==> config.mk <==
export PLATFORM = sky130hd
export DESIGN_NAME = memory_mapper
export DESIGN_NICKNAME = d
export VERILOG_FILES = /design/src/rtl/mapper_pkg.sv /design/src/rtl/mapper_regfile.sv /design/src/rtl/memory_mapper.sv
export SDC_FILE = /design/constraint.sdc
export NUM_CORES = 1
export LEC_CHECK = 0
export ABC_AREA = 1
export CORE_AREA = 10 10 159 161
export DETAILED_ROUTE_END_ITERATION = 12
export DIE_AREA = 0 0 169 171
export DONT_BUFFER_PORTS = 1
export PLACE_DENSITY = 0.67
export SETUP_SLACK_MARGIN = 0.5
export SLEW_MARGIN = 20
export SYNTH_ARGS = -nofsm -noshare
export SYNTH_HDL_FRONTEND = slang
export SYNTH_SLANG_ARGS = --single-unit
==> constraint.sdc <==
create_clock -name i_clk -period 2.2 [get_ports i_clk]
set_input_delay 0.44 -clock i_clk [delete_from_list [all_inputs] [get_ports i_clk]]
set_output_delay 0.44 -clock i_clk [all_outputs]
set_load 0.005 [all_outputs]
==> src/rtl/mapper_pkg.sv <==
// Shared constants and entry type for the CPU-to-SDRAM memory mapper.
// Optional write protect is enabled by defining MAPPER_WP_EN.
package mapper_pkg;
  localparam logic [5:0] MAPPER_CTRL_OFFSET = 6'h20;
  localparam int PAGE_BITS = 13;
  localparam int OFFSET_BITS = 12;

  typedef struct packed {
    logic                 wp;
    logic [PAGE_BITS-1:0] page;
  } map_entry_t;
endpackage

==> src/rtl/mapper_regfile.sv <==
// Page table, shadow/pending staging for atomic 13-bit commits, control register and read mux.
// MAPPER_WP_EN: high-byte bit7 is stored as the entry write-protect bit.
module mapper_regfile
  import mapper_pkg::*;
#(
  parameter int NUM_ENTRIES = 16
) (
  input  logic       i_clk,
  input  logic       i_arst_n,
  input  logic       i_cs,
  input  logic       i_rwb,
  input  logic [5:0] i_addr,
  input  logic [7:0] i_data,
  output logic [7:0] o_data,
  input  logic [3:0] i_sel_idx,
  output map_entry_t o_sel_entry,
  output logic       o_map_en,
  input  logic       i_wp_set
);

  map_entry_t r_table [NUM_ENTRIES];
  logic [7:0] r_shadow;
  logic       r_pending;
  logic       r_map_en;
  logic       r_wp_fault;

  logic       w_wr;
  logic       w_ctrl;
  logic [3:0] w_idx;
  logic       w_wp_bit;
  map_entry_t w_rd_entry;

  assign w_wr   = i_cs & ~i_rwb;
  assign w_ctrl = (i_addr == MAPPER_CTRL_OFFSET);
  assign w_idx  = i_addr[4:1];

`ifdef MAPPER_WP_EN
  logic w_unused;
  assign w_wp_bit = i_data[7];
  assign w_unused = ^i_data[6:5];
`else
  logic w_unused;
  assign w_wp_bit = 1'b0;
  assign w_unused = ^i_data[7:5];
`endif

  always_ff @(posedge i_clk or negedge i_arst_n) begin
    if (!i_arst_n) begin
      for (int i = 0; i < NUM_ENTRIES; i++) begin
        r_table[i].wp   <= 1'b0;
        r_table[i].page <= PAGE_BITS'(i);
      end
      r_shadow   <= 8'h00;
      r_pending  <= 1'b0;
      r_map_en   <= 1'b0;
      r_wp_fault <= 1'b0;
    end else begin
      if (w_wr && !i_addr[5]) begin
        if (!i_addr[0]) begin
          r_shadow  <= i_data;
          r_pending <= 1'b1;
        end else begin
          // High-byte write commits the whole entry in one edge, so translation never sees half a page.
          r_table[w_idx].page <= {i_data[4:0], r_shadow};
          r_table[w_idx].wp   <= w_wp_bit;
          r_pending           <= 1'b0;
        end
      end
      if (w_wr && w_ctrl) r_map_en <= i_data[0];
      // A new fault outranks a same-cycle clear so no protected write goes unreported.
      if (i_wp_set) r_wp_fault <= 1'b1;
      else if (w_wr && w_ctrl && i_data[2]) r_wp_fault <= 1'b0;
    end
  end

  always_comb begin
    w_rd_entry = r_table[w_idx];
    o_data     = 8'h00;
    if (i_cs) begin
      if (!i_addr[5]) begin
        o_data = i_addr[0] ? {w_rd_entry.wp, 2'b00, w_rd_entry.page[12:8]}
                           : w_rd_entry.page[7:0];
      end else if (w_ctrl) begin
        o_data = {5'b00000, r_wp_fault, r_pending, r_map_en};
      end
    end
  end

  assign o_sel_entry = r_table[i_sel_idx];
  assign o_map_en    = r_map_en;

endmodule

==> src/rtl/memory_mapper.sv <==
// Translates 16-bit CPU addresses into SDRAM addresses via a 16-entry 4 KiB page table.
// Define MAPPER_WP_EN to enable per-page write protect (o_wr_block and wp_fault).
module memory_mapper #(
  parameter int PAGE_BITS   = 13,
  parameter int NUM_ENTRIES = 16
) (
  input  logic                                       i_clk,
  input  logic                                       i_arst_n,
  input  logic                                       i_cs,
  input  logic                                       i_rwb,
  input  logic [5:0]                                 i_addr,
  input  logic [7:0]                                 i_data,
  output logic [7:0]                                 o_data,
  input  logic [15:0]                                i_cpu_addr,
  input  logic                                       i_mem_cs,
  output logic [PAGE_BITS+mapper_pkg::OFFSET_BITS-1:0] o_map_addr,
  output logic                                       o_wr_block
);
  import mapper_pkg::*;

  localparam int ADDR_W = PAGE_BITS + OFFSET_BITS;

  map_entry_t w_sel_entry;
  logic       w_map_en;
  logic       w_wr_block;

  mapper_regfile #(
    .NUM_ENTRIES(NUM_ENTRIES)
  ) u_regfile (
    .i_clk      (i_clk),
    .i_arst_n   (i_arst_n),
    .i_cs       (i_cs),
    .i_rwb      (i_rwb),
    .i_addr     (i_addr),
    .i_data     (i_data),
    .o_data     (o_data),
    .i_sel_idx  (i_cpu_addr[15:12]),
    .o_sel_entry(w_sel_entry),
    .o_map_en   (w_map_en),
    .i_wp_set   (w_wr_block)
  );

  always_comb begin
    if (w_map_en) o_map_addr = ADDR_W'({w_sel_entry.page, i_cpu_addr[OFFSET_BITS-1:0]});
    else          o_map_addr = ADDR_W'(i_cpu_addr);
  end

`ifdef MAPPER_WP_EN
  assign w_wr_block = w_map_en & i_mem_cs & ~i_rwb & w_sel_entry.wp;
`else
  logic w_unused;
  assign w_wr_block = 1'b0;
  assign w_unused   = i_mem_cs ^ w_sel_entry.wp;
`endif

  assign o_wr_block = w_wr_block;

endmodule

==> results.sh, run 1 <==
export IMPL_dpl_cell_area_um2=12200
export IMPL_cts_htree_levels=1
export IMPL_swShare_pct=28.5
export IMPL_critPathKind="reg -> out"
export IMPL_cp_cell_sequence="inv_2 -> a21oi_2 -> o21ai_1 -> o21ai_2 -> nand2_1 -> nand2_1 -> o21ai_2 -> nand2_2"
export IMPL_portBuffers=0
export IMPL_power_frac_clock_pct=39.8
export IMPL_place_ws_ns=0.160
export IMPL_setup_viol=0
export IMPL_layout_commonest_cell="nand2_1"
export IMPL_dieHeight_um=171
export IMPL_n_fill_cell=1992
export IMPL_drv_slew=0
export IMPL_cap_violations=0
export IMPL_num_vias=11200
export IMPL_syn_avg_cell_area_um2=7.43
export IMPL_via_per_inst=5.92
export IMPL_drive_gt1_share_pct=17.5
export IMPL_ys_flop_type="dfrtp_1"
export IMPL_violations="hold timing"
export IMPL_required_ns=1.76
export IMPL_synth_area_um2=11900
export IMPL_ys_types=32
export IMPL_ant_nets=0
export IMPL_final_cell_mix="nand2_1, o21ai_0, dfrtp_1"
export IMPL_finalInstanceArea_um2=13600
export IMPL_nNetsFinal=1615
export IMPL_vdd_drop_max_v=0.000612
export IMPL_worstHoldPathType="in -> async"
export IMPL_cts_buffers=26
export IMPL_cts_buffer_depth=3
export IMPL_synth_nets=1639
export IMPL_clkTransAtPathRegs_ns=0.06
export IMPL_synth_edff_count=0
export IMPL_seqPwrFrac_pct=46.1
export IMPL_whs_ns=-0.402
export IMPL_first_global_vias=10500
export IMPL_gp_congestion=0.895
export IMPL_dr_pass1_iters=6
export IMPL_drt_iter0_drc=1362
export IMPL_grt_pass1_wl_mm=61.0
export IMPL_gr_total_overflow=0
export IMPL_crit_fanout=2
export IMPL_cts_sinks=218
export IMPL_powerDensity_nw_per_um2=748
export IMPL_fmax_ghz=0.458
export IMPL_antenna_found_initial=0
export IMPL_cts_root_buf="clkbuf_16"
export IMPL_crit_path_end_kind="primary output"
export IMPL_diodes=0
export IMPL_start_util_pct=53.6
export IMPL_routedWlPerCell_um=21.0
export IMPL_tns_ns=0
export IMPL_area_growth_pct=13.9
export IMPL_fp_row_count=55
export IMPL_tritoncts="built"
export IMPL_seq_area_frac_synth_pct=46.1
export IMPL_wl_mm=39.5
export IMPL_crit_arrival_ns=1.74
export IMPL_core_um2=22200
export IMPL_dieArea_um2=28900
export IMPL_ff_latch_area_um2=5500
export IMPL_grt_max_degree=219
export IMPL_io_pins=69
export IMPL_multi_input_area_um2=5780
export IMPL_grt_total_usage_pct=26.9
export IMPL_critPathBufInv=1
export IMPL_cp_slowest_cell="dfstp_2"
export IMPL_tightest_slew_ns=0.726
export IMPL_leakagePower_uw=0.00599
export IMPL_finClkSkew_ns=0.00795
export IMPL_p_int_uw=7260
export IMPL_path_delay_family="flip-flops"
export IMPL_async_flop_share_pct=100
export IMPL_clock_latency_ns=0.54
export IMPL_p_comb_share_pct=14.1
export IMPL_rsz0062_at_grt="yes"
export IMPL_period_share_pct=99.3
export IMPL_syn_inst=1604
export IMPL_layout_setup_ws_ns=0.0155
export IMPL_drc=0
export IMPL_die_width_um=169
export IMPL_fin_crit_ns=2.18
export IMPL_cp_start_kind="register"
export IMPL_relSlewSlack_pct=51.5
export IMPL_final_hold_violation_count=218
export IMPL_cpPeakStageDelay_ns=0.54
export IMPL_status="finished, violations left"
export IMPL_p_switching_uw=2890
export IMPL_ys_seq_elements=218
export IMPL_ys_warn_count=0
export IMPL_dpl_hpwl_mm=23.6
-- repair_timing --
action                                 4_1_cts  5_1_grt
pin swaps                                   54       54
buffers inserted                            10       14
resized for setup                           89       52
endpoints found under the hold margin      218      218
setup endpoints to repair                   21       21
cloned                                       0        0
-- flip-flops by register name, summed over array words and instances, names as in the netlist --
register,flops
u_regfile.r_pending,1
u_regfile.r_shadow,8
u_regfile.r_table,208
u_regfile.o_map_en,1
-- Yosys cell counts (2+ instances only) --
library cell  count  area, um^2
clkinv_1          4        15.0
nor2_1           98         368
o221ai_1         11        96.3
nand3_1          64         320
o211ai_1         32         240
nand2_1         501        1880
nor2_4            3        33.8
o21ai_2          10        87.6
nand4_1           7        43.8
nor2_2            3        18.8
a21oi_1          74         370
inv_1            87         327
o22ai_1           4        25.0
nor2_8            2        40.0
nand3_2           7        70.1
o21ai_1          61         305
inv_2             2        7.51
a22oi_1          18         135
nand2_2          10        62.6
buf_6             9         101
o21ai_0         257        1290
buf_2            37         185
dfrtp_1         186        4650
and2_1            2        12.5
buf_1             3        11.3
dfstp_2          32         841
buf_4            18         135
clkbuf_1         58         218
-- cell type report --
cell class                 count  share of cell area (%)
tap                          285                    2.63
clock inverter                 8                   0.378
multi-input combinational   1167                    42.6
timing repair buffer          73                    5.80
sequential                   218                    40.5
inverter                      94                    2.66
clock buffer                  40                    5.47
-- logic make-up (layout without fill, tap and decap cells) --
logic type,count (synthesis),count (layout),share of synthesized area [%]
and+or+nand+nor,698,698,24.0
other,1,1,0.0315
DFF,218,218,46.1
buffers and inverters,219,215,8.44
AOI/OAI and AO/OA,468,468,21.4
-- power by group through the flow --
| stage | Sequential (uW) | Combinational [uW] | Clock, uW |
|---|---|---|---|
| finish | 4680 | 1430 | 4040 |
| global route | 4720 | 1610 | 4250 |
| CTS | 4660 | 1360 | 4090 |
| detailed placement | 4720 | 1270 | 0 |
| global placement | 4710 | 1240 | 0 |
| floorplan | 4660 | 1010 | 0 |
-- routing by layer --
layer	vias to the layer above	wire length, um	global-route usage, %
met5	-	0	0
met4	0	1620	9.72
met3	110	4320	6.15
met2	600	17300	41.6
met1	5209	16300	36.2
li1	5241	-	-
-- worst reg2reg max path: stages (launching register included) --
cell	delay (ns)
dfrtp_1	0.38
inv_1	0.45
o21ai_0	0.18
-- metrics by stage --
step / instances / total power [uW] / util, %
CTS: 1871 / 10100 / 60.1
detailed placement: 1813 / 5990 / 55.0
global placement: 1813 / 5960 / 55.0
finish: 1885 / 10200 / 61.1
global route: 1885 / 10600 / 61.1
floorplan: 1604 / 5670 / -
-- path summary, 6_finish.rpt --
check / start / end / slack, ns / cells after the start
min in group i_clk: i_data[6] / u_regfile.r_shadow[6]$_DFFE_PN0P_ / 0.07 / 2
hold reg to reg: u_regfile.r_table[148]$_DFFE_PN0P_ / u_regfile.r_table[148]$_DFFE_PN0P_ / 0.48 / 2
setup / recovery: u_regfile.r_table[31]$_DFFE_PN1P_ / o_map_addr[15] / 0.02 / 8
setup reg to reg: u_regfile.r_shadow[3]$_DFFE_PN0P_ / u_regfile.r_table[143]$_DFFE_PN0P_ / 1.04 / 2
hold / removal: i_arst_n / u_regfile.r_table[204]$_DFFE_PN0P_ / -0.40 / 0
max in group asynchronous: i_arst_n / u_regfile.r_table[3]$_DFFE_PN1P_ / 2.27 / 0
Note: power is estimated with default switching activity, not from simulation.
==> run 2, diff against run 1 <==
--- a/config.mk
+++ b/config.mk
@@ -6,9 +6,9 @@
 export NUM_CORES = 1
 export LEC_CHECK = 0
 export ABC_AREA = 1
-export CORE_AREA = 10 10 159 161
+export CORE_AREA = 2 2 151 153
 export DETAILED_ROUTE_END_ITERATION = 12
-export DIE_AREA = 0 0 169 171
+export DIE_AREA = 0 0 153 155
 export DONT_BUFFER_PORTS = 1
 export PLACE_DENSITY = 0.67
 export SETUP_SLACK_MARGIN = 0.5
==> constraint.sdc (replaced) <==
create_clock -name i_clk -period 2.8 [get_ports i_clk]
set_input_delay 0.84 -clock i_clk [delete_from_list [all_inputs] [get_ports i_clk]]
set_output_delay 0.84 -clock i_clk [all_outputs]
set_load 0.005 [all_outputs]
==> run 2 against run 1 <==
The run now ends clean. Non-clock buffer count grew 9. Cell count grew 0.32%. Power shrank 19%. Utilization grew 3.0 points. Via count grew 4.1%. Sequential power shrank 21%. Critical path type is now in -> out.
==> results.sh, run 2 (synthesis results as in run 1) <==
export IMPL_multi_input_area_um2=6060
export IMPL_finalInstanceArea_um2=14200
export IMPL_layout_setup_ws_ns=0.0545
export IMPL_status="finished, final reports clean"
export IMPL_regToRegSetupSlack_ns=1.62
export IMPL_dpl_hpwl_mm=23.5
export IMPL_r2r_end="u_regfile.r_table[155]$_DFFE_PN0P_"
export IMPL_wl_mm=41.2
export IMPL_timing_rr_start="u_regfile.r_shadow[1]$_DFFE_PN0P_"
export IMPL_tns_ns=0
export IMPL_gr_usage_met1_pct=47.5
export IMPL_cp_slowest_cell="a21oi_2"
export IMPL_powerDensity_nw_per_um2=576
export IMPL_worstHoldPathType="in -> async"
export IMPL_antenna_found_initial=0
export IMPL_vdd_drop_max_v=0.000556
export IMPL_cts_root_buf="clkbuf_16"
export IMPL_dpl_cell_area_um2=12300
export IMPL_nNetsFinal=1623
export IMPL_drv_slew=0
export IMPL_layout_commonest_cell="nand2_1"
export IMPL_core_um2=22200
export IMPL_cp_start_kind="primary input"
export IMPL_ff_latch_area_um2=5500
export IMPL_power_frac_clock_pct=39.7
export IMPL_crit_fanout=157
export IMPL_num_vias=11600
export IMPL_required_ns=1.96
export IMPL_path_delay_family="compound AO/OA/AOI/OAI gates"
export IMPL_cap_violations=0
export IMPL_final_cell_mix="nand2_1, o21ai_0, dfrtp_1"
export IMPL_cts_buffer_depth=3
export IMPL_crit_arrival_ns=1.91
export IMPL_whs_ns=0.0255
export IMPL_dieArea_um2=23700
export IMPL_p_switching_uw=2310
export IMPL_fp_row_count=55
export IMPL_gp_congestion=0.881
export IMPL_gr_total_overflow=0
export IMPL_relSlewSlack_pct=45.8
export IMPL_cpPeakStageDelay_ns=0.26
export IMPL_grt_total_usage_pct=34.2
export IMPL_n_fill_cell=1904
export IMPL_met2_usage_pct=52.9
export IMPL_diodes=0
export IMPL_leakagePower_uw=0.00625
export IMPL_area_growth_pct=19.5
export IMPL_largest_reg_flops=208
export IMPL_drive_gt1_share_pct=21.0
export IMPL_dieHeight_um=155
export IMPL_tritoncts="built"
export IMPL_biggestRegsByFlops="u_regfile.r_table: 208 flops, u_regfile.r_shadow: 8 flops"
export IMPL_cts_htree_levels=1
export IMPL_first_global_vias=11000
export IMPL_p_int_uw=5890
export IMPL_routedWlPerCell_um=21.8
export IMPL_cts_sinks=218
export IMPL_place_ws_ns=-0.0437
export IMPL_critPathKind="in -> out"
export IMPL_busiest_layer="met2"
export IMPL_ant_nets=0
export IMPL_fin_util_pct=64.1
export IMPL_start_util_pct=53.6
export IMPL_fmax_ghz=0.364
export IMPL_finClkSkew_ns=0.00781
export IMPL_fin_crit_ns=2.75
export IMPL_rr_worst_depth=2
export IMPL_setup_viol=0
export IMPL_clock_latency_ns=0.53
export IMPL_drt_iter0_drc=1297
export IMPL_tightest_slew_ns=0.810
export IMPL_drc=0
export IMPL_p_comb_share_pct=15.2
export IMPL_grt_pass1_wl_mm=63.4
export IMPL_portBuffers=0
export IMPL_grt_max_degree=219
export IMPL_rsz0062_at_grt="yes"
export IMPL_io_pins=69
export IMPL_period_share_pct=98.1
export IMPL_critPathBufInv=2
export IMPL_clkTransAtPathRegs_ns=0.05
export IMPL_via_per_inst=6.14
export IMPL_final_hold_violation_count=0
export IMPL_die_width_um=153
export IMPL_crit_path_end_kind="primary output"
export IMPL_regMostFlops="u_regfile.r_table"
export IMPL_use_met3_pct=7.21
export IMPL_swShare_pct=28.2
export IMPL_seqPwrFrac_pct=45.1
export IMPL_dr_pass1_iters=5
export IMPL_cp_cell_sequence="clkinv_16 -> buf_12 -> nor2_4 -> o211ai_1 -> nand3_1 -> a21oi_2"
export IMPL_cts_buffers=25
run 2: cell count changes in the layout (fill, tap and decap cells not counted), sizes merged:
cell         previous run  this run
buf                    73        80
clkinvlp                1         0
inv                    89        90
clkinv                 12         8
bufinv                  0         1
clkbuf                 40        41
dlygate4sd3             0         1
run 2: layer usage:
layer / up-vias / share of wire [%] / wire length, um
li1: 5261 / - / -
met1: 5588 / 41 / 16800
met2: 642 / 45 / 18400
met3: 127 / 11 / 4330
met4: 0 / 4.1 / 1690
met5: - / 0 / 0
run 2: area by class of cell:
type | count | area share [%]
multi-input combinational | 1167 | 42.5
sequential | 218 | 38.6
timing repair buffer | 82 | 7.71
clock inverter | 5 | 0.351
clock buffer | 40 | 5.35
tap | 285 | 2.50
inverter | 94 | 2.99
run 2: metrics by stage:
stage	total power, uW	std cells
after floorplan	4510	1604
after global placement	4700	1818
after detailed placement	4740	1818
after CTS	8120	1882
after global routing	8500	1891
final	8200	1891
run 2: power by group through the flow:
stage	sequential [uW]	combinational, uW	clock [uW]
after floorplan	3660	851	0
after CTS	3670	1160	3290
after global routing	3730	1380	3400
after detailed placement	3720	1020	0
after global placement	3710	995	0
final	3700	1250	3260
run 2: worst max-delay path by stage:
stage                   startpoint        endpoint  slack [ns]  cells after the start
CTS                      i_addr[2]       o_data[3]        0.12                     10
finish              i_cpu_addr[12]  o_map_addr[22]        0.05                      6
global placement         i_addr[2]       o_data[5]       -0.02                      7
floorplan                i_addr[1]       o_data[0]        0.19                     11
detailed placement       i_addr[2]       o_data[3]       -0.04                     10
global route             i_addr[1]       o_data[0]        0.03                     10
run 2: what timing repair did:
item / CTS / global route
buffers inserted: 10 / 7
pin swaps: 65 / 74
hold buffers: 0 / 1
endpoints found under the hold margin: 0 / 2
resized for setup: 132 / 82
gates cloned: 9 / 1
endpoints found under the setup margin: 21 / 21
==> run 3, diff against run 2 <==
--- a/config.mk
+++ b/config.mk
@@ -6,9 +6,9 @@
 export NUM_CORES = 1
 export LEC_CHECK = 0
 export ABC_AREA = 1
-export CORE_AREA = 2 2 151 153
+export CORE_AREA = 2 2 128 180
 export DETAILED_ROUTE_END_ITERATION = 12
-export DIE_AREA = 0 0 153 155
+export DIE_AREA = 0 0 130 182
 export DONT_BUFFER_PORTS = 1
 export PLACE_DENSITY = 0.67
 export SETUP_SLACK_MARGIN = 0.5
==> run 3 against run 2 <==
Worst hold slack got worse by 0.0050 ns. Routed wire length decreased by 1.1%. Die area decreased by 0.23%. Clock skew decreased by 0.0022 ns. Combinational power about the same. Non-clock buffer count increased by 16. Cell count increased by 1.6%. Clock power about the same. Final area increased by 0.34%. Critical path type unchanged. Largest cell class unchanged. Largest power group unchanged.
==> results.sh, run 3 (synthesis results as in run 1) <==
export IMPL_ff_latch_area_um2=5500
export IMPL_largest_reg_flops=208
export IMPL_crit_arrival_ns=1.87
export IMPL_dpl_hpwl_mm=23.5
export IMPL_area_growth_pct=20.0
export IMPL_whs_ns=0.0205
export IMPL_via_per_inst=6.01
export IMPL_cap_violations=0
export IMPL_final_cell_mix="nand2_1, o21ai_0, dfrtp_1"
export IMPL_diodes=0
export IMPL_seqPwrFrac_pct=44.9
export IMPL_dr_pass1_iters=6
export IMPL_gp_congestion=0.881
export IMPL_rsz0062_at_grt="yes"
export IMPL_fp_row_count=65
export IMPL_leakagePower_uw=0.00632
export IMPL_relSlewSlack_pct=50.5
export IMPL_grt_total_usage_pct=34.9
export IMPL_p_total_uw=8200
export IMPL_critPathKind="in -> out"
export IMPL_drive_gt1_share_pct=19.6
export IMPL_biggestRegsByFlops="u_regfile.r_table: 208 flops, u_regfile.r_shadow: 8 flops"
export IMPL_fin_util_pct=64.4
export IMPL_fmax_ghz=0.368
export IMPL_clkTransAtPathRegs_ns=0.06
export IMPL_powerDensity_nw_per_um2=573
export IMPL_tns_ns=0
export IMPL_period_share_pct=97.0
export IMPL_cts_buffer_depth=3
export IMPL_vdd_drop_max_v=0.000542
export IMPL_crit_fanout=16
export IMPL_portBuffers=0
export IMPL_power_frac_clock_pct=39.8
export IMPL_crit_path_end_kind="primary output"
export IMPL_regToRegSetupSlack_ns=1.62
export IMPL_cp_start_kind="primary input"
export IMPL_tritoncts="built"
export IMPL_final_hold_violation_count=0
export IMPL_drc=0
export IMPL_core_um2=22200
export IMPL_tightest_slew_ns=0.742
export IMPL_ant_nets=0
export IMPL_n_fill_cell=1966
export IMPL_cts_sinks=218
export IMPL_status="finished, final reports clean"
export IMPL_p_switching_uw=2270
export IMPL_layout_commonest_cell="nand2_1"
export IMPL_setup_viol=0
export IMPL_wl_mm=40.7
export IMPL_dieHeight_um=182
export IMPL_routedWlPerCell_um=21.2
export IMPL_cts_htree_levels=1
export IMPL_drv_slew=0
export IMPL_multi_input_area_um2=5900
export IMPL_antenna_found_initial=0
export IMPL_regMostFlops="u_regfile.r_table"
export IMPL_gr_total_overflow=0
export IMPL_die_width_um=130
export IMPL_cts_buffers=24
export IMPL_swShare_pct=27.6
export IMPL_p_int_uw=5930
export IMPL_grt_max_degree=219
export IMPL_finClkSkew_ns=0.00564
export IMPL_drt_iter0_drc=1376
export IMPL_fin_crit_ns=2.71
export IMPL_start_util_pct=53.7
export IMPL_required_ns=1.96
export IMPL_grt_pass1_wl_mm=62.4
export IMPL_num_vias=11600
export IMPL_worstHoldPathType="in -> async"
export IMPL_io_pins=69
export IMPL_cts_root_buf="clkbuf_16"
export IMPL_dieArea_um2=23700
export IMPL_nNetsFinal=1639
export IMPL_first_global_vias=10700
export IMPL_clock_latency_ns=0.52
export IMPL_p_comb_share_pct=15.3
-- run 3: cell count changes in the layout (fill, tap and decap cells not counted), sizes merged --
cell / delta
buf: +15
bufinv: +1
clkbuf: -3
clkinv: -1
dlygate4sd3: +1
inv: +1
-- run 3: through the flow --
| step | worst slack (ns) | instance area [um^2] | instances |
|---|---|---|---|
| after floorplan | 0.188 | 12400 | 1604 |
| after global placement | -0.00212 | 12500 | 1846 |
| after detailed placement | 0.000539 | 12500 | 1846 |
| after CTS | 0.113 | 14000 | 1912 |
| after global routing | 0.0193 | 14300 | 1921 |
| final | 0.0852 | 14300 | 1921 |
-- run 3: worst paths after layout --
check                                              startpoint                                  to  cells after the start
max                                                 i_addr[2]                           o_data[5]                      8
min                                                  i_arst_n   u_regfile.r_table[42]$_DFFE_PN0P_                      0
max reg2reg                 u_regfile.r_shadow[0]$_DFFE_PN0P_  u_regfile.r_table[154]$_DFFE_PN0P_                      2
min reg2reg                u_regfile.r_table[151]$_DFFE_PN0P_  u_regfile.r_table[151]$_DFFE_PN0P_                      2
max in group asynchronous                            i_arst_n  u_regfile.r_table[106]$_DFFE_PN0P_                      1
min in group i_clk                                  i_data[5]   u_regfile.r_shadow[5]$_DFFE_PN0P_                      2
-- run 3: repair_timing --
action                     4_1_cts  5_1_grt
pin swaps                       48       54
hold endpoints to repair         0        1
setup buffers                   16        6
resized for setup               96       62
cloned                           8        1
setup endpoints to repair       21       21
hold buffers                     0        2
-- run 3: final cells by class --
cell class              count  share of cell area (%)
flip-flops and latches    218                    38.4
repair buffers             98                    9.04
clock buffers              37                    5.11
well taps                 301                    2.63
repair inverters            1                  0.0788
clock inverters             5                   0.525
multi-input cells        1167                    41.3
inverters                  94                    2.92
-- run 3: worst max-delay path: stages --
cell,delay [ns]
inv_8,0.06
nand2_4,0.06
buf_12,0.15
clkbuf_16,0.16
o21ai_0,0.19
o21ai_0,0.12
nand4_1,0.11
and2_4,0.17
-- run 3: power groups by stage --
stage | combinational (uW) | clock (uW) | sequential (uW)
3_3_place_gp | 1020 | 0 | 3700
3_5_place_dp | 1050 | 0 | 3710
2_1_floorplan | 851 | 0 | 3660
4_1_cts | 1180 | 3280 | 3670
5_1_grt | 1380 | 3420 | 3720
6_report | 1250 | 3260 | 3680
-- run 3: metal layers --
metal	global-route usage (%)	wire length, um	vias up
met1	46.8	15600	5460
met4	15.9	2270	2
met3	6.95	4040	158
li1	-	-	5290
met5	1.74	53	-
met2	54.2	18800	643
==> RTL edit 1 (flow settings as in run 1) <==
The option `MAPPER_WP_EN` is turned on by a define.
--- a/src/rtl/mapper_regfile.sv
+++ b/src/rtl/mapper_regfile.sv
@@ -1,5 +1,7 @@
 // Page table, shadow/pending staging for atomic 13-bit commits, control register and read mux.
 // MAPPER_WP_EN: high-byte bit7 is stored as the entry write-protect bit.
+`define MAPPER_WP_EN
+
 module mapper_regfile
   import mapper_pkg::*;
 #(
Behaviour: not the same (Yosys sat finds a counterexample within 4 cycles, from zero or initial values and one cycle with i_arst_n low).
==> RTL edit 1 against run 1 <==
- the run ends with negative hold slack, negative setup slack left
- hold slack worse by 0.0022 ns
- sequential cell count up 17
- cell count grew 6.4%
- sequential power is 7.5% higher
- routed wire length up 8.8%
- cell area increased by 7.9%
- setup slack got worse by 0.016 ns
- non-clock buffer count fell by 4
- count of clock-buffer cells in the layout fell by 1
- total power up 7.6%
- synthesized area is 7.6% higher
==> RTL edit 1: results (changes against run 1) <==
Worst EP arrival -> 1.76 ns (+0.02 ns)
number of fill cells -> 1980 (-0.60%)
first-pass GRT wire length -> 66100 um (+8.5%)
final hold violation count -> 217 (-0.46%)
dpl cells -> 1931 (+6.5%)
Largest regs -> u_regfile.r_table (224), u_regfile.r_shadow (8)
Synth top cells by count -> nand2_1 (546), o21ai_0 (301), dfrtp_1 (203)
Min Hold Slack -> -0.404 ns (-0.00221 ns)
Worst Reg-to-Reg Cells -> 8 (+6)
sequential-to-total area share from yosys stat -> 46.2% (+0.061 points)
pre-CTS setup slack -> 0.197 ns (+0.0371 ns)
met3 GRT Util -> 7.09% (+0.94 points)
routing usage on met1 -> 38.2% (+2.0 points)
violated checks -> negative hold slack, negative setup slack
final design area excluding fillers -> 14600 sq um (+7.9%)
M1 WL -> 17400 um (+6.8%)
reg-to-reg setup timing slack -> 0.94 ns (-0.10 ns)
RD Place Congestion -> 0.910 (+1.6%)
vias in the first global route -> 11.5k (+9.9%)
static leakage -> 6.47 nW (+7.9%)
largest net degree at the start of global routing -> 236 (+7.8%)
post-layout worst setup margin -> -0.000558 ns (-0.0160 ns)
Max VDD drop -> 651 uV (+6.5%)
R2R Path Start -> u_regfile.r_table[167]$_DFFE_PN0P_
average size of a mapped cell -> 7.38 sq um (-0.64%)
layout cells sized above 1 -> 17.9% (+0.40 points)
post-CTS setup buffer count -> 14 (+4)
Area after DPL -> 13100 sq um (+7.0%)
Yosys cell types -> 31 (-3.1%)
status -> finished with violations
# setup viols final -> 1 (+1)
WL met2 -> 19100 um (+11%)
[RTL edit 1: layout make-up]
type                            count  share of cell area [%]
Inverter                          111                    2.95
Tap cell                          285                    2.44
Multi-Input combinational cell   1257                    43.1
Clock inverter                     10                   0.598
Timing Repair Buffer               69                    5.05
Sequential cell                   235                    40.4
Clock buffer                       39                    5.40
[RTL edit 1: cell families (layout without fill, tap and decap cells)]
group                  count (synthesis)  after routing  synth area share [%]
AOI/OAI and AO/OA                    501            501                  21.0
buffers and inverters                245            229                  8.29
DFF                                  235            235                  46.2
and+or+nand+nor                      756            756                  24.6
[RTL edit 1: power groups by stage]
stage                     Combinational, W  Clock, W  Sequential (W)
after floorplan                    0.00105         0         0.00499
after global placement             0.00126         0         0.00507
after detailed placement           0.00129         0         0.00508
after CTS                          0.00138   0.00448         0.00501
after global routing               0.00163   0.00464         0.00507
final                              0.00146   0.00444         0.00503
==> RTL edit 2 (config.mk and constraints of run 1) <==
Without the edit above. Add an input register stage for `i_cs`, `i_addr`, `i_data` and `i_cpu_addr`, without a reset; this delays them by one clock. The other inputs are not delayed to match.
--- a/src/rtl/memory_mapper.sv
+++ b/src/rtl/memory_mapper.sv
@@ -20,6 +20,18 @@
 
   localparam int ADDR_W = PAGE_BITS + OFFSET_BITS;
 
+  logic i_cs_q;
+  logic [5:0] i_addr_q;
+  logic [7:0] i_data_q;
+  logic [15:0] i_cpu_addr_q;
+
+  always_ff @(posedge i_clk) begin
+    i_cs_q       <= i_cs;
+    i_addr_q     <= i_addr;
+    i_data_q     <= i_data;
+    i_cpu_addr_q <= i_cpu_addr;
+  end
+
   map_entry_t w_sel_entry;
   logic       w_map_en;
   logic       w_wr_block;
@@ -29,20 +41,20 @@
   ) u_regfile (
     .i_clk      (i_clk),
     .i_arst_n   (i_arst_n),
-    .i_cs       (i_cs),
+    .i_cs       (i_cs_q),
     .i_rwb      (i_rwb),
-    .i_addr     (i_addr),
-    .i_data     (i_data),
+    .i_addr     (i_addr_q),
+    .i_data     (i_data_q),
     .o_data     (o_data),
-    .i_sel_idx  (i_cpu_addr[15:12]),
+    .i_sel_idx  (i_cpu_addr_q[15:12]),
     .o_sel_entry(w_sel_entry),
     .o_map_en   (w_map_en),
     .i_wp_set   (w_wr_block)
   );
 
   always_comb begin
-    if (w_map_en) o_map_addr = ADDR_W'({w_sel_entry.page, i_cpu_addr[OFFSET_BITS-1:0]});
-    else          o_map_addr = ADDR_W'(i_cpu_addr);
+    if (w_map_en) o_map_addr = ADDR_W'({w_sel_entry.page, i_cpu_addr_q[OFFSET_BITS-1:0]});
+    else          o_map_addr = ADDR_W'(i_cpu_addr_q);
   end
 
 `ifdef MAPPER_WP_EN
Behaviour: not the same (a bounded check fails within 4 cycles, from zero or initial values and one cycle with i_arst_n low).
==> RTL edit 2 against run 1 <==
- the run ends with negative hold slack, negative setup slack left
- synthesized area grew 6.5%
- cell area grew 27%
- setup slack lost 0.50 ns
- synthesized cell count grew 1.9%
- count of clock-buffer cells in the layout is the same
- routed wire length grew 39%
- sequential cell count grew 31
- total power grew 26%
- critical endpoint is now o_data[4]
==> RTL edit 2: results (changes against run 1) <==
dpl cells -> 1865 (+2.9%)
Post-synth ARST share -> 87.6% (-12 points)
sequential-to-total area share from yosys stat -> 48.2% (+2.1 points)
Final Skew -> 0.0222 ns (+0.0143 ns)
Worst-Margin Slew -> 0.731 ns (+0.00524 ns)
# setup viols final -> 21 (+21)
R2R Path Start -> i_addr_q[2]$_DFF_P_
Area after DPL -> 13100 sq um (+7.1%)
Worst Reg-to-Reg Cells -> 8 (+6)
first-pass GRT wire length -> 70500 um (+16%)
vias in the first global route -> 11.8k (+13%)
static leakage -> 7.52 nW (+26%)
reg-to-reg setup timing slack -> 0.28 ns (-0.76 ns)
Largest regs -> u_regfile.r_table (208), i_cpu_addr_q (16)
detailed-route wire length per cell -> 26.9 um (+28%)
vias -> 13.5k (+21%)
top cells by area, synth -> dfrtp_1 (37%), nand2_1 (15%), o21ai_0 (8.8%)
post-layout worst setup margin -> -0.481 ns (-0.497 ns)
Starting Density -> 57.1% (+3.5 points)
average size of a mapped cell -> 7.76 sq um (+4.4%)
violated checks -> negative hold slack, negative setup slack
syn nets -> 1670 (+1.9%)
CP max stage cell -> dfxtp_4
status -> finished with violations
DP HPWL -> 24400 um (+3.4%)
NumNets Final -> 1769 (+9.5%)
Skew-Pair Late Insertion Delay -> 0.60 ns (+0.06 ns)
Worst Path Max Fanout -> 8 (+6)
FF-to-FF End -> u_regfile.r_table[101]$_DFFE_PN1P_
Worst EP arrival -> 2.24 ns (+0.50 ns)
layout cells sized above 1 -> 27.9% (+10 points)
Synth top cells by count -> nand2_1 (500), o21ai_0 (223), dfrtp_1 (186)
Total GRT Usage -> 31.5% (+4.6 points)
max_slew headroom -> 51.2% (-0.29 points)
initial antenna violation count -> 2 (+2)
1st-pass router iterations -> 9 (+3)
Worst Hold Class -> in -> async
Initial DRC Count -> 2258 (+66%)
largest stage delay on the critical path -> 0.39 ns (-0.15 ns)
final hold violation count -> 205 (-6.0%)
Yosys cell types -> 34 (+6.3%)
Finished Layout Cells -> 2043 (+8.4%)
Max VDD drop -> 767 uV (+25%)
Min Hold Slack -> -0.461 ns (-0.0590 ns)
RD Place Congestion -> 0.915 (+2.2%)
total CTS buffers -> 29 (+12%)
RTL edit 2: worst max path at each step:
stage                         from   endpoint  slack, ns  depth (start not counted)
2_1_floorplan  i_addr_q[1]$_DFF_P_  o_data[3]       0.48                         11
3_3_place_gp   i_addr_q[2]$_DFF_P_  o_data[4]       0.03                         10
3_5_place_dp   i_addr_q[2]$_DFF_P_  o_data[4]       0.03                         10
4_1_cts        i_addr_q[1]$_DFF_P_  o_data[6]      -0.38                          9
5_1_grt        i_addr_q[2]$_DFF_P_  o_data[3]      -0.54                         11
6_report       i_addr_q[2]$_DFF_P_  o_data[4]      -0.48                         10
RTL edit 2: final cells by class:
| cell class | count | area [sq um] | area share [%] |
|---|---|---|---|
| clock inverter | 14 | 198 | 1.15 |
| sequential | 249 | 6130 | 35.6 |
| clock buffer | 40 | 880 | 5.10 |
| multi-input combinational | 1184 | 6730 | 39.0 |
| antenna | 1 | 2.50 | 0.0145 |
| timing repair buffer | 176 | 2540 | 14.7 |
| tap | 285 | 357 | 2.07 |
| inverter | 94 | 398 | 2.31 |
RTL edit 2: logic make-up after synthesis:
kind of cell           count (synthesis)  synth area share (%)
DFF                                  249                  48.2
AOI/OAI and AO/OA                    468                  20.4
and+or+nand+nor                      698                  23.0
other                                  1                0.0296
buffers and inverters                219                  8.32
RTL edit 2: what timing repair did:
item | 4_1_cts | 5_1_grt
cloned | 22 | 25
buffers inserted | 23 | 22
endpoints found under the hold margin | 249 | 218
endpoints found under the setup margin | 172 | 218
pin swaps | 36 | 101
gates resized for setup | 153 | 259
RTL edit 2: per-layer routing:
metal	part of all wire, %	global-route usage [%]	wire [um]
met3	16	8.76	8980
met4	9.6	16.4	5290
met2	41	47.5	22300
met5	0.031	0	17
met1	33	40.6	18400
RTL edit 2: critical path: cells and delay by family, from the launching register on:
kind / cells / cell delay (ns)
buffers and inverters: 3 / 0.45
AOI/OAI and AO/OA: 2 / 0.44
DFF: 1 / 0.39
and+or+nand+nor: 5 / 0.37
RTL edit 2: stage by stage:
stage | setup TNS, ns | setup WS [ns]
finish | -6.26 | -0.481
global route | -7.27 | -0.540
CTS | -5.07 | -0.381
detailed placement | 0 | 0.0298
floorplan | 0 | 0.482
global placement | 0 | 0.0292
RTL edit 2: power by group:
part / switching (W) / leakage [nW] / internal, W
clock network: 0.00209 / 0.530 / 0.00328
logic: 0.00130 / 3.88 / 0.000822
registers: 0.000330 / 3.11 / 0.00499
